### config.mk
export PLATFORM = sky130hd
export DESIGN_NAME = pipe_hazard_unit
export DESIGN_NICKNAME = d
export VERILOG_FILES = /design/src/rtl/Pipe_Buf_Reg_PKG.sv /design/src/rtl/pipe_fwd_sel.sv /design/src/rtl/pipe_hazard_unit.sv
export SDC_FILE = /design/constraint.sdc
export NUM_CORES = 1
export LEC_CHECK = 0
export BUFFER_PORTS_ARGS = -buffer_cell sky130_fd_sc_hd__buf_2
export CAP_MARGIN = 5
export CORE_AREA = 2 2 93 95
export DETAILED_ROUTE_END_ITERATION = 10
export DIE_AREA = 0 0 95 97
export GPL_ROUTABILITY_DRIVEN = 0
export MAX_ROUTING_LAYER = met4
export PLACE_DENSITY_LB_ADDON = 0.3
export RECOVER_POWER = 100
export SYNTH_ARGS = -nofsm -noshare
export SYNTH_HDL_FRONTEND = slang
export SYNTH_HIERARCHICAL = 1
export SYNTH_SLANG_ARGS = --single-unit
### constraint.sdc
create_clock -name clk -period 2.4 [get_ports clk]
set_clock_uncertainty 0.05 [all_clocks]
set_input_delay 0.48 -clock clk [delete_from_list [all_inputs] [get_ports clk]]
set_output_delay 0.48 -clock clk [all_outputs]
set_load 0.01 [all_outputs]
### src/rtl/Pipe_Buf_Reg_PKG.sv
// Pipeline buffer register payloads and hazard-unit types for the 5-stage RV32 core.
package Pipe_Buf_Reg_PKG;

    localparam int unsigned XLEN  = 32;
    localparam int unsigned REG_W = 5;
    localparam int unsigned OPC_W = 7;

    typedef struct packed {
        logic [XLEN-1:0] Curr_Pc;
        logic [XLEN-1:0] Curr_Instr;
    } if_id_reg;

    typedef struct packed {
        logic [XLEN-1:0]  Curr_Pc;
        logic [REG_W-1:0] RS_One;
        logic [REG_W-1:0] RS_Two;
        logic [REG_W-1:0] rd;
        logic             MemRead;
        logic             MemWrite;
        logic             RegWrite;
        logic             Branch;
        logic             JalSel;
        logic             JalrSel;
    } id_ex_reg;

    typedef struct packed {
        logic [XLEN-1:0]  Alu_Result;
        logic [XLEN-1:0]  Store_Data;
        logic [REG_W-1:0] rd;
        logic             MemRead;
        logic             MemWrite;
        logic             RegWrite;
    } ex_mem_reg;

    typedef struct packed {
        logic [XLEN-1:0]  Wb_Data;
        logic [REG_W-1:0] rd;
        logic             RegWrite;
    } mem_wb_reg;

    typedef enum logic [1:0] {
        FWD_RF  = 2'b00,
        FWD_WB  = 2'b01,
        FWD_MEM = 2'b10
    } fwd_sel_e;

    typedef enum logic [1:0] {
        RUN      = 2'b00,
        MEM_WAIT = 2'b01,
        MEM_ERR  = 2'b10
    } hz_state_e;

    localparam logic [OPC_W-1:0] OP_R     = 7'b0110011;
    localparam logic [OPC_W-1:0] OP_S     = 7'b0100011;
    localparam logic [OPC_W-1:0] OP_B     = 7'b1100011;
    localparam logic [OPC_W-1:0] OP_LUI   = 7'b0110111;
    localparam logic [OPC_W-1:0] OP_AUIPC = 7'b0010111;
    localparam logic [OPC_W-1:0] OP_JAL   = 7'b1101111;

    function automatic logic rs1_used(input logic [OPC_W-1:0] op);
        return !((op == OP_LUI) || (op == OP_AUIPC) || (op == OP_JAL));
    endfunction

    function automatic logic rs2_used(input logic [OPC_W-1:0] op);
        return (op == OP_R) || (op == OP_S) || (op == OP_B);
    endfunction

endpackage

### src/rtl/pipe_fwd_sel.sv
// Single-operand forwarding select; the younger EX/MEM producer wins over MEM/WB.
module pipe_fwd_sel
    import Pipe_Buf_Reg_PKG::*;
(
    input  logic [REG_W-1:0] rs_i,
    input  logic             exmem_we_i,
    input  logic [REG_W-1:0] exmem_rd_i,
    input  logic             memwb_we_i,
    input  logic [REG_W-1:0] memwb_rd_i,
    output fwd_sel_e         sel_o
);

    always_comb begin
        sel_o = FWD_RF;
        if (exmem_we_i && (exmem_rd_i != '0) && (exmem_rd_i == rs_i)) begin
            sel_o = FWD_MEM;
        end else if (memwb_we_i && (memwb_rd_i != '0) && (memwb_rd_i == rs_i)) begin
            sel_o = FWD_WB;
        end
    end

endmodule

### src/rtl/pipe_hazard_unit.sv
// Hazard/control unit: forwarding, load-use stall, redirect flush, dmem wait/timeout FSM.
// Optional perf counters (stall_cycles, flush_count) built when HAZARD_PERF_CNT_EN is defined.
module pipe_hazard_unit
    import Pipe_Buf_Reg_PKG::*;
#(
    parameter int unsigned MEM_TIMEOUT = 16,
    parameter int unsigned CNT_W       = 32
) (
    input  logic             clk,
    input  logic             rst_n,
    input  if_id_reg         ifid,
    input  id_ex_reg         idex,
    input  ex_mem_reg        exmem,
    input  mem_wb_reg        memwb,
    input  logic             br_taken,
    input  logic             dmem_ready,
    output logic [1:0]       fwd_a,
    output logic [1:0]       fwd_b,
    output logic             pc_write,
    output logic             ifid_write,
    output logic             idex_write,
    output logic             exmem_write,
    output logic             ifid_flush,
    output logic             idex_bubble,
    output logic             memwb_bubble,
    output logic             mem_err
`ifdef HAZARD_PERF_CNT_EN
    ,
    output logic [CNT_W-1:0] stall_cycles,
    output logic [CNT_W-1:0] flush_count
`endif
);

    localparam int unsigned WCNT_W = $clog2(MEM_TIMEOUT);
    localparam logic [WCNT_W-1:0] WCNT_LAST = WCNT_W'(MEM_TIMEOUT - 1);

    hz_state_e          state_q, state_d;
    logic [WCNT_W-1:0]  wait_cnt_q, wait_cnt_d;
    logic               mem_err_q;
    fwd_sel_e           fwd_a_sel, fwd_b_sel;
    logic [OPC_W-1:0]   opcode_c;
    logic               load_use_c, redirect_c, mem_wait_c, freeze_c;
    logic               unused_ok_c;

    pipe_fwd_sel u_fwd_a (
        .rs_i       (idex.RS_One),
        .exmem_we_i (exmem.RegWrite),
        .exmem_rd_i (exmem.rd),
        .memwb_we_i (memwb.RegWrite),
        .memwb_rd_i (memwb.rd),
        .sel_o      (fwd_a_sel)
    );

    pipe_fwd_sel u_fwd_b (
        .rs_i       (idex.RS_Two),
        .exmem_we_i (exmem.RegWrite),
        .exmem_rd_i (exmem.rd),
        .memwb_we_i (memwb.RegWrite),
        .memwb_rd_i (memwb.rd),
        .sel_o      (fwd_b_sel)
    );

    // Controls are forced to their idle values while reset is held
    assign fwd_a = rst_n ? fwd_a_sel : FWD_RF;
    assign fwd_b = rst_n ? fwd_b_sel : FWD_RF;

    assign opcode_c   = ifid.Curr_Instr[OPC_W-1:0];
    assign load_use_c = idex.MemRead && (idex.rd != '0) &&
                        ((rs1_used(opcode_c) && (ifid.Curr_Instr[19:15] == idex.rd)) ||
                         (rs2_used(opcode_c) && (ifid.Curr_Instr[24:20] == idex.rd)));
    assign redirect_c = (idex.Branch && br_taken) || idex.JalSel || idex.JalrSel;
    assign mem_wait_c = (exmem.MemRead || exmem.MemWrite) && !dmem_ready;

    always_comb begin
        state_d      = state_q;
        wait_cnt_d   = wait_cnt_q;
        freeze_c     = 1'b0;
        pc_write     = 1'b1;
        ifid_write   = 1'b1;
        idex_write   = 1'b1;
        exmem_write  = 1'b1;
        ifid_flush   = 1'b0;
        idex_bubble  = 1'b0;
        memwb_bubble = 1'b0;

        unique case (state_q)
            RUN: begin
                if (mem_wait_c) begin
                    freeze_c   = 1'b1;
                    state_d    = MEM_WAIT;
                    wait_cnt_d = WCNT_W'(1);
                end
            end
            MEM_WAIT: begin
                if (dmem_ready) begin
                    state_d    = RUN;
                    wait_cnt_d = '0;
                end else begin
                    freeze_c = 1'b1;
                    if (wait_cnt_q == WCNT_LAST) begin
                        state_d = MEM_ERR;
                    end else begin
                        wait_cnt_d = wait_cnt_q + WCNT_W'(1);
                    end
                end
            end
            MEM_ERR: freeze_c = 1'b1;
            default: state_d = RUN;
        endcase

        // Priority: memory freeze, then redirect, then load-use
        if (!rst_n) begin
            freeze_c = 1'b0;
        end else if (freeze_c) begin
            pc_write     = 1'b0;
            ifid_write   = 1'b0;
            idex_write   = 1'b0;
            exmem_write  = 1'b0;
            memwb_bubble = 1'b1;
        end else if (redirect_c) begin
            ifid_flush  = 1'b1;
            idex_bubble = 1'b1;
        end else if (load_use_c) begin
            pc_write    = 1'b0;
            ifid_write  = 1'b0;
            idex_bubble = 1'b1;
        end
    end

    always_ff @(posedge clk or negedge rst_n) begin
        if (!rst_n) begin
            state_q    <= RUN;
            wait_cnt_q <= '0;
            mem_err_q  <= 1'b0;
        end else begin
            state_q    <= state_d;
            wait_cnt_q <= wait_cnt_d;
            mem_err_q  <= (state_d == MEM_ERR);
        end
    end

    assign mem_err = mem_err_q;

`ifdef HAZARD_PERF_CNT_EN
    logic [CNT_W-1:0] stall_cnt_q, flush_cnt_q;

    always_ff @(posedge clk or negedge rst_n) begin
        if (!rst_n) begin
            stall_cnt_q <= '0;
            flush_cnt_q <= '0;
        end else begin
            if (!pc_write) stall_cnt_q <= stall_cnt_q + CNT_W'(1);
            if (ifid_flush) flush_cnt_q <= flush_cnt_q + CNT_W'(1);
        end
    end

    assign stall_cycles = stall_cnt_q;
    assign flush_count  = flush_cnt_q;
`endif

    // Payload fields not consumed by the hazard logic
    assign unused_ok_c = ^{ifid, idex, exmem, memwb, 1'(CNT_W)};

endmodule

==> results of run 1 <==
-- cells by family after synthesis --
family,synth area share
muxes,0.0217
DFF,0.179
adders and majority gates,0.0128
and+or+nand+nor,0.267
buffers and inverters,0.0268
xor gates and xnor gates,0.241
AOI/OAI and AO/OA,0.253
-- cells in the mapped netlist (2+ instances only) --
master | n | share of area
a211oi_2 | 3 | 0.038
a21o_1 | 2 | 0.015
a21oi_1 | 3 | 0.015
and2_1 | 5 | 0.032
and3_1 | 2 | 0.013
buf_4 | 2 | 0.015
dfrtp_1 | 7 | 0.18
inv_1 | 3 | 0.011
nand2_1 | 7 | 0.027
nand2b_1 | 2 | 0.013
nand3_1 | 6 | 0.031
nand4_1 | 3 | 0.019
nor2_1 | 6 | 0.023
nor3_1 | 5 | 0.026
nor3_2 | 2 | 0.020
nor3b_1 | 2 | 0.015
nor4_1 | 2 | 0.013
o21a_1 | 2 | 0.015
o21ai_0 | 6 | 0.031
o41ai_2 | 2 | 0.033
xnor2_1 | 18 | 0.16
xor2_1 | 9 | 0.080
-- cell type report --
type / instances / share of cell area
Multi-Input combinational cell: 105 / 0.522
Inverter: 3 / 0.00761
Timing Repair Buffer: 68 / 0.226
Tap cell: 105 / 0.0888
Sequential cell: 7 / 0.118
Antenna cell: 4 / 0.00677
Clock buffer: 4 / 0.0305
-- state kept, by name (all words and copies together) (netlist names) --
| register | count |
|---|---|
| mem_err | 1 |
| wait_cnt_q | 4 |
| state_q | 2 |
-- per-layer routing --
| layer | track usage | wire length, µm | part of all wire |
|---|---|---|---|
| met1 | 0.0903 | 1530 | 0.45 |
| met2 | 0.117 | 1400 | 0.41 |
| met3 | 0.0350 | 428 | 0.13 |
| met4 | 0.0234 | 28 | 0.0083 |
| met5 | - | 0 | 0 |
-- stage by stage --
step                      power, mW  hold slack, ns   util  instances  area (µm²)
after global placement        0.282           0.428  0.178        288        1450
after CTS                     0.450           0.190  0.183        292        1490
final                         0.442           0.412  0.182        296        1480
after detailed placement      0.283           0.428  0.178        288        1450
after floorplan               0.197           0.134      -        117         981
after global routing          0.472           0.457  0.182        296        1480
-- power groups by stage --
stage               Clock, mW  Sequential [mW]  Combinational, mW
global route            0.176            0.123              0.173
floorplan                   0            0.124             0.0738
global placement            0            0.124              0.158
CTS                     0.168            0.123              0.159
detailed placement          0            0.124              0.159
finish                  0.163            0.123              0.156
-- how the worst min path moves through the flow --
stage	end	startpoint	cells after the start
final	state_q[1]	rst_n	2
after global routing	mem_err	rst_n	2
after CTS	state_q[1]	rst_n	2
after detailed placement	state_q[1]	rst_n	2
after global placement	mem_err	rst_n	2
after floorplan	mem_err	rst_n	0
-- worst max-delay path: cells and delay by family --
family	cells	cell delay, ns
simple gates	1	0.55
compound gates	3	0.51
buf+inv	2	0.25
-- cell usage in the layout (no fill, tap or decap), types with 2 or more instances in the layout --
cell type	Yosys	final
diode_2	0	4
o21a_1	2	2
clkbuf_8	0	3
a211oi_2	3	3
inv_1	3	3
xor2_1	9	9
and2_0	1	2
nand2b_1	2	2
and2_1	5	4
buf_2	0	55
dfrtp_1	7	7
o21ai_0	6	6
a21o_1	2	2
nor3b_1	2	2
nor3_2	2	2
clkbuf_2	0	2
nand3_1	6	6
nand4_1	3	3
clkbuf_1	0	10
a21oi_1	3	3
xnor2_1	18	18
nor3_1	5	5
and3_1	2	2
nand2_1	7	7
nor4_1	2	2
nor2_1	6	6
buf_4	2	2
==> flow_metrics.env, run 1 <==
export IMPL_status="finished, final reports clean"
export IMPL_ys_seq_area_frac=0.179
export IMPL_post_cts_setup_buffer_count=0
export IMPL_dr_first_iter_drc_count=43
export IMPL_portBuffers=65
export IMPL_endpoint="ifid_write"
export IMPL_cts_tree="built"
export IMPL_routed_wl_um=3390
export IMPL_rsz0062_at_grt="no"
export IMPL_dieArea_um2=9220
export IMPL_startpoint_type="input pin"
export IMPL_cp_max_fo=3
export IMPL_crit_start="idex[7]"
export IMPL_p_sw_frac=0.293
export IMPL_htreeDepth=1
export IMPL_p_leak_nw=0.596
export IMPL_syn_num_nets=349
export IMPL_setup_viol=0
export IMPL_nFillCells=923
export IMPL_reg2reg_to="wait_cnt_q[0]"
export IMPL_max_freq_ghz=0.431
export IMPL_cap_violations=0
export IMPL_rows=33
export IMPL_insertion_delay_ns=0.22
export IMPL_finalSetupTns_ns=0
export IMPL_die_w_um=95
export IMPL_syn_area_per_cell_um2=8.38
export IMPL_ios=243
export IMPL_r2r_slack_ns=0.74
export IMPL_cp_end_kind="output pin"
export IMPL_combPwrFrac=0.353
export IMPL_min_period_ns=2.32
export IMPL_crit_slowest_cell="or4_4"
export IMPL_r2r_start="wait_cnt_q[0]"
export IMPL_antenna_left=0
export IMPL_worst_setup_path_type="in2out"
export IMPL_synth_distinct_cells=40
export IMPL_grt_overflow=0
export IMPL_nets=420
export IMPL_ir_drop_mv=0.121
export IMPL_hold_viol=0
export IMPL_yosys_warnings=6
export IMPL_maxSlewHeadroom=0.633
export IMPL_rr_worst_depth=5
export IMPL_routedWlPerCell_um=11.5
export IMPL_p_switching_uw=130
export IMPL_ctsLongestPathBuffers=2
export IMPL_drive_gt1_frac=0.396
export IMPL_num_vias=1109
export IMPL_power_frac_clock=0.369
export IMPL_p_seq_frac=0.278
export IMPL_clk_pin_slew_worst_paths_ns=0.04
export IMPL_cts_buffers=3
export IMPL_clkSinkCount=7
export IMPL_power_density_nw_per_um2=299
export IMPL_slowest_delay_ns=0.55
export IMPL_slew_violations=0
export IMPL_synthArstFlopShare=1.00
export IMPL_die_y_um=97
export IMPL_finalCritPeriodShare=0.967
export IMPL_ys_flop_type="dfrtp_1"
export IMPL_synth_area_um2=981
export IMPL_cts_root_buf="clkbuf_8"
export IMPL_worstPathCellList="buf_2 > or4_4 > o2111ai_2 > o32a_1 > o21a_1 > clkbuf_2"
export IMPL_ys_seq_elements=7
export IMPL_post_cts_resized=0
export IMPL_grt_usage=0.0768
export IMPL_holdCritPathClass="in2async"
export IMPL_drt_first_pass_iters=3
export IMPL_cp_arrival_ns=1.79
export IMPL_drc=0
export IMPL_seqCellArea_um2=175
export IMPL_synth_edf_count=0
export IMPL_core_area_um2=8130
export IMPL_grt_pass1_wl_um=5390
export IMPL_place_ws_ns=0.0888
export IMPL_p_int_uw=312
export IMPL_syn_inst=117
export IMPL_layout_setup_ws_ns=0.0798
export IMPL_grt_pass1_vias=1137
export IMPL_areaGrowthSynthToFinish_pct=50.8
export IMPL_grt_max_degree=13
export IMPL_initial_core_util=0.121
export IMPL_multi_input_area_um2=772
export IMPL_grt_antenna_before_repair=4
export IMPL_place_hpwl_um=3050
export IMPL_routed_via_density=3.75
export IMPL_cp_required_ns=1.87
export IMPL_tightestPinTransition_ns=0.551
export IMPL_postCtsHoldBufs=0
No activity file was read; power rests on OpenSTA's default activity.
==> inputs of run 2 (changes only) <==
- REMOVE_ABC_BUFFERS: not set -> 1
- SYNTH_HIERARCHICAL: 1 -> not set
==> run 2 against run 1 <==
  * Routed wire length down 0.74%
  * Global-route usage down 0.13 points
  * Combinational power about the same
  * Non-clock buffer count up 5
  * Area after synthesis down 4.2%
  * Utilization down 0.062 points
  * Critical path depth unchanged
  * Synthesized cell count down 5.1%
  * Worst hold slack better by 0.075 ns
  * Worst setup slack worse by 0.032 ns
  * Final area down 0.34%
  * Critical endpoint is now pc_write
==> flow_metrics.env, run 2 <==
export IMPL_status="finished, final reports clean"
export IMPL_r2r_start="wait_cnt_q[0]"
export IMPL_die_w_um=95
export IMPL_grt_antenna_before_repair=5
export IMPL_synth_edf_count=0
export IMPL_tightestPinTransition_ns=0.533
export IMPL_initial_core_util=0.116
export IMPL_worst_setup_path_type="in2out"
export IMPL_post_route_util=0.181
export IMPL_clkSinkCount=7
export IMPL_die_y_um=97
export IMPL_final_cell_mix="59 x buf_2, 17 x xor2_1, 13 x xnor2_1"
export IMPL_areaGrowthSynthToFinish_pct=56.9
export IMPL_power_density_nw_per_um2=301
export IMPL_synthArstFlopShare=1.00
export IMPL_core_area_um2=8130
export IMPL_synth_area_um2=940
export IMPL_syn_inst=111
export IMPL_drc=0
export IMPL_r2r_slack_ns=0.69
export IMPL_cts_root_buf="clkbuf_8"
export IMPL_cp_max_fo=3
export IMPL_cp_end_kind="output pin"
export IMPL_rsz0062_at_grt="yes"
export IMPL_syn_area_per_cell_um2=8.47
export IMPL_finalSetupTns_ns=0
export IMPL_grt_overflow=0
export IMPL_finalCritPeriodShare=0.980
export IMPL_synth_distinct_cells=43
export IMPL_ys_flop_type="dfrtp_1"
export IMPL_ctsLongestPathBuffers=2
export IMPL_portBuffers=65
export IMPL_hp_start="wait_cnt_q[2]"
export IMPL_largest_reg_flops=4
export IMPL_synthTopCellsByCount="17 x xor2_1, 13 x xnor2_1, 7 x dfrtp_1"
export IMPL_hold_viol=0
export IMPL_setup_viol=0
export IMPL_place_hpwl_um=3010
export IMPL_routed_via_density=3.70
export IMPL_dieArea_um2=9220
export IMPL_worstPathCellList="buf_2 > or4_4 > o2111ai_2 > o32a_1 > o21a_1 > buf_2"
export IMPL_final_common_cell="buf_2"
export IMPL_drt_first_pass_iters=3
export IMPL_p_leak_nw=0.613
export IMPL_max_freq_ghz=0.425
export IMPL_ys_seq_elements=7
export IMPL_largest_register="wait_cnt_q"
export IMPL_rows=33
export IMPL_ir_drop_mv=0.139
export IMPL_routed_wl_um=3370
export IMPL_clk_pin_slew_worst_paths_ns=0.04
export IMPL_routedWlPerCell_um=11.4
export IMPL_cts_tree="built"
export IMPL_yosysMostFrequentCell="xor2_1"
export IMPL_holdCritPathClass="reg2reg"
export IMPL_grt_max_degree=10
export IMPL_grt_busiest_layer="met2"
export IMPL_grt_use_met2=0.117
export IMPL_num_vias=1089
export IMPL_insertion_delay_ns=0.22
export IMPL_htreeDepth=1
export IMPL_yosys_top_cells_area="dfrtp_1 19%, xor2_1 16%, xnor2_1 12%"
export IMPL_synth_top_area_frac=0.186
export IMPL_cp_required_ns=1.87
export IMPL_crit_slowest_cell="or4_4"
export IMPL_cp_arrival_ns=1.82
export IMPL_nets=417
export IMPL_netlist_top_cell_by_area="dfrtp_1"
export IMPL_maxSlewHeadroom=0.644
export IMPL_post_cts_setup_buffer_count=0
export IMPL_cap_violations=0
export IMPL_use_met1=0.0874
export IMPL_antenna_left=0
export IMPL_drive_gt1_frac=0.413
export IMPL_min_period_ns=2.35
export IMPL_use_met3=0.0397
export IMPL_min_path_cells=1
export IMPL_grt_pass1_wl_um=5290
export IMPL_power_uw=444
export IMPL_yosys_warnings=0
export IMPL_grt_usage=0.0755
export IMPL_grt_pass1_vias=1114
export IMPL_rr_worst_depth=5
export IMPL_cpMostUsedCell="buf_2"
export IMPL_ys_seq_area_frac=0.186
export IMPL_ios=243
export IMPL_startpoint_type="input pin"
export IMPL_min_to="wait_cnt_q[2]"
export IMPL_reg2reg_to="wait_cnt_q[3]"
export IMPL_slowest_delay_ns=0.55
export IMPL_dr_first_iter_drc_count=21
export IMPL_cts_buffers=3
export IMPL_slew_violations=0
## run 2: changes by cell type in the layout (fill, tap and decap cells not counted), moves of 4 or more
| cell | delta |
|---|---|
| xor2_1 | +8 |
| xnor2_1 | -5 |
| nor3_1 | -4 |
| or4_1 | +5 |
| nand2_1 | -4 |
| buf_2 | +4 |
## run 2: cells by family (layout without fill, tap and decap cells)
family | Yosys count | in the layout | synth area share
AND/OR/NAND/NOR | 40 | 40 | 0.269
XOR/XNOR | 30 | 30 | 0.280
AO/OA/AOI/OAI | 26 | 26 | 0.208
flip-flops | 7 | 7 | 0.186
buffers and inverters | 7 | 80 | 0.0439
adder cells (fa/ha/maj) | 1 | 1 | 0.0133
other | 0 | 5 | 0
## run 2: metrics by stage
step	hold slack [ns]	cells	setup slack (ns)	instance area, µm²
global placement	0.480	285	0.00700	1430
finish	0.487	294	0.0473	1470
floorplan	0.134	107	0.269	910
global route	0.533	294	-0.0123	1470
CTS	0.309	289	0.0221	1480
detailed placement	0.487	285	-0.0211	1430
## run 2: metal layers
| layer | vias to the layer above | wire [µm] |
|---|---|---|
| met4 | 0 | 21 |
| met3 | 2 | 464 |
| met2 | 57 | 1470 |
| met1 | 465 | 1410 |
| met5 | - | 0 |
| li1 | 565 | - |
## run 2: cell type report
class | count | area, µm²
diodes | 5 | 12.5
repair buffers | 73 | 367
flip-flops and latches | 7 | 175
well taps | 105 | 131
inverters | 3 | 11.3
multi-input cells | 97 | 732
fillers | 921 | 6660
clock buffers | 4 | 45.0
## run 2: worst max-delay path by stage
stage | to | slack, ns | cells after the start | from
4_1_cts | pc_write | 0.02 | 6 | idex[7]
3_3_place_gp | ifid_write | 0.007 | 6 | idex[7]
6_report | pc_write | 0.05 | 6 | idex[7]
2_1_floorplan | ifid_write | 0.27 | 4 | idex[7]
3_5_place_dp | pc_write | -0.02 | 6 | idex[7]
5_1_grt | fwd_a[0] | -0.01 | 6 | exmem[3]
## run 2: power breakdown
| part | switching, mW | internal (mW) | total (mW) |
|---|---|---|---|
| Clock | 0.0523 | 0.115 | 0.167 |
| Combinational | 0.0746 | 0.0790 | 0.154 |
| Sequential | 0.00244 | 0.121 | 0.123 |
| Total | 0.129 | 0.315 | 0.444 |
## run 2: critical path: cells and delay by family
| kind | cells | cell delay (ns) |
|---|---|---|
| buf+inv | 2 | 0.25 |
| simple gates | 1 | 0.55 |
| compound gates | 3 | 0.54 |
## run 2: timing repair
action / CTS / global route
gates resized for setup: 1 / 2
pin swaps: 0 / 1
hold buffers: 0 / 0
endpoints found under the setup margin: 2 / 4
hold endpoints to repair: 0 / 0
==> inputs of run 3 (changes only) <==
- CORE_AREA: 2 2 93 95 -> 8 8 87 89
==> run 3 against run 2 <==
  * Count of clock-buffer cells in the layout unchanged
  * Worst hold slack got worse by 0.28 ns
  * Sequential cell count stayed put
  * Combinational power is essentially flat
  * Final area down 1.3%
  * Sequential power about the same
  * Die area did not move
  * Sequential share of layout area grew 0.15 points
  * Register-to-register slack improved by 0.02 ns
  * Routed wire length rose by 5.8%
  * Final cell count down 9.5%
  * Worst setup slack gained 0.041 ns
  * Critical endpoint is now idex_bubble
  * Largest power group unchanged
  * Highest routed layer unchanged
==> flow_metrics.env, run 3 (same netlist as run 2, synthesis figures left out) <==
export IMPL_power_uw=448
export IMPL_final_common_cell="buf_2"
export IMPL_cts_root_buf="clkbuf_8"
export IMPL_cp_arrival_ns=1.78
export IMPL_routed_wl_um=3560
export IMPL_final_cell_mix="56 x buf_2, 17 x xor2_1, 13 x xnor2_1"
export IMPL_largest_reg_flops=4
export IMPL_layout_setup_ws_ns=0.0881
export IMPL_cap_violations=0
export IMPL_clk_pin_slew_worst_paths_ns=0.04
export IMPL_die_y_um=97
export IMPL_drive_gt1_frac=0.429
export IMPL_finalCritPeriodShare=0.963
export IMPL_finalSetupTns_ns=0
export IMPL_grt_overflow=0
export IMPL_place_hpwl_um=3220
export IMPL_drc=0
export IMPL_nets=417
export IMPL_areaGrowthSynthToFinish_pct=54.9
export IMPL_rsz0062_at_grt="no"
export IMPL_core_area_um2=6200
export IMPL_max_freq_ghz=0.433
export IMPL_cp_required_ns=1.87
export IMPL_rows=29
export IMPL_combPwrFrac=0.350
export IMPL_p_leak_nw=0.622
export IMPL_routedWlPerCell_um=13.4
export IMPL_num_vias=1073
export IMPL_maxSlewHeadroom=0.580
export IMPL_grt_antenna_before_repair=5
export IMPL_setup_viol=0
export IMPL_postCtsHoldBufs=0
export IMPL_layout_cells_non_filler=266
export IMPL_die_w_um=95
export IMPL_clkSinkCount=7
export IMPL_startpoint_type="flop"
export IMPL_cts_tree="built"
export IMPL_dr_first_iter_drc_count=28
export IMPL_nFillCells=693
export IMPL_p_seq_frac=0.275
export IMPL_grt_usage=0.0776
export IMPL_worst_setup_path_type="reg2out"
export IMPL_tightestPinTransition_ns=0.624
export IMPL_timing_hold_ws_ns=0.204
export IMPL_antenna_left=0
export IMPL_ios=243
export IMPL_post_route_util=0.235
export IMPL_ctsLongestPathBuffers=2
export IMPL_htreeDepth=1
export IMPL_grt_pass1_vias=1179
export IMPL_dp_cells=257
export IMPL_drt_first_pass_iters=3
export IMPL_power_density_nw_per_um2=308
export IMPL_holdCritPathClass="in2async"
export IMPL_cp_max_fo=3
export IMPL_slew_violations=0
export IMPL_placed_area_um2=1390
export IMPL_p_sw_frac=0.293
export IMPL_ir_drop_mv=0.113
export IMPL_hold_viol=0
export IMPL_place_ws_ns=-0.00131
export IMPL_p_int_uw=317
export IMPL_p_switching_uw=131
export IMPL_grt_pass1_wl_um=5460
export IMPL_cts_buffers=3
export IMPL_power_frac_clock=0.375
export IMPL_routed_via_density=4.03
export IMPL_min_period_ns=2.31
export IMPL_dieArea_um2=9220
export IMPL_status="finished, final reports clean"
export IMPL_largest_register="wait_cnt_q"
export IMPL_insertion_delay_ns=0.23
export IMPL_initial_core_util=0.151
export IMPL_final_area_um2=1460
export IMPL_grt_max_degree=13
export IMPL_portBuffers=65
export IMPL_cp_end_kind="output pin"
[run 3: changes by cell type in the layout (fill, tap and decap cells not counted)]
cell,before,now
and2_0,2,3
or4_4,1,2
nor4_4,0,1
and2_1,1,0
or4_1,5,4
buf_4,5,7
buf_2,59,56
clkbuf_2,0,4
or3_1,0,1
or3_4,1,0
clkbuf_1,10,7
nor4_2,2,1
[run 3: timing repair]
action / CTS / global route
gates cloned: 0 / 0
setup buffers: 0 / 0
endpoints found under the setup margin: 2 / 4
gates resized for setup: 1 / 4
pin swaps: 0 / 4
endpoints found under the hold margin: 0 / 0
[run 3: critical path: stages, from the launching register on]
cell,delay (ns)
dfrtp_1,0.38
or3_1,0.43
a221o_1,0.34
a21o_1,0.17
a21oi_2,0.09
clkbuf_2,0.14
[run 3: path summary, 6_finish.rpt]
| kind | endpoint | depth (start not counted) | slack [ns] | startpoint |
|---|---|---|---|---|
| setup / recovery | idex_bubble | 5 | 0.09 | state_q[0] |
| hold / removal | wait_cnt_q[3] | 2 | 0.20 | rst_n |
| setup reg to reg | wait_cnt_q[3] | 5 | 0.71 | wait_cnt_q[0] |
| hold reg to reg | wait_cnt_q[1] | 2 | 0.49 | wait_cnt_q[1] |
| max in group asynchronous | state_q[0] | 2 | 1.94 | rst_n |
| min in group clk | wait_cnt_q[1] | 2 | 0.49 | wait_cnt_q[1] |
[run 3: layout make-up]
| class | count | area, µm² | area share |
|---|---|---|---|
| Clock buffer | 4 | 45.0 | 0.0310 |
| Timing Repair Buffer | 73 | 375 | 0.258 |
| Tap cell | 77 | 96.3 | 0.0662 |
| Multi-Input combinational cell | 97 | 739 | 0.508 |
| Antenna cell | 5 | 12.5 | 0.00860 |
| Inverter | 3 | 11.3 | 0.00774 |
| Sequential cell | 7 | 175 | 0.120 |
[run 3: metal layers]
metal	share of wire	routed length [µm]	vias to the layer above	GRT usage
li1	-	-	567	-
met4	0.010	37	0	0.0252
met2	0.41	1470	56	0.113
met3	0.13	475	4	0.0464
met1	0.44	1570	446	0.0857
met5	0	0	-	-
[run 3: power groups by stage]
stage | Combinational [mW] | Sequential, mW | Clock, mW
3_5_place_dp | 0.156 | 0.125 | 0
2_1_floorplan | 0.0669 | 0.124 | 0
3_3_place_gp | 0.155 | 0.125 | 0
5_1_grt | 0.173 | 0.124 | 0.185
6_report | 0.157 | 0.123 | 0.168
4_1_cts | 0.157 | 0.123 | 0.177
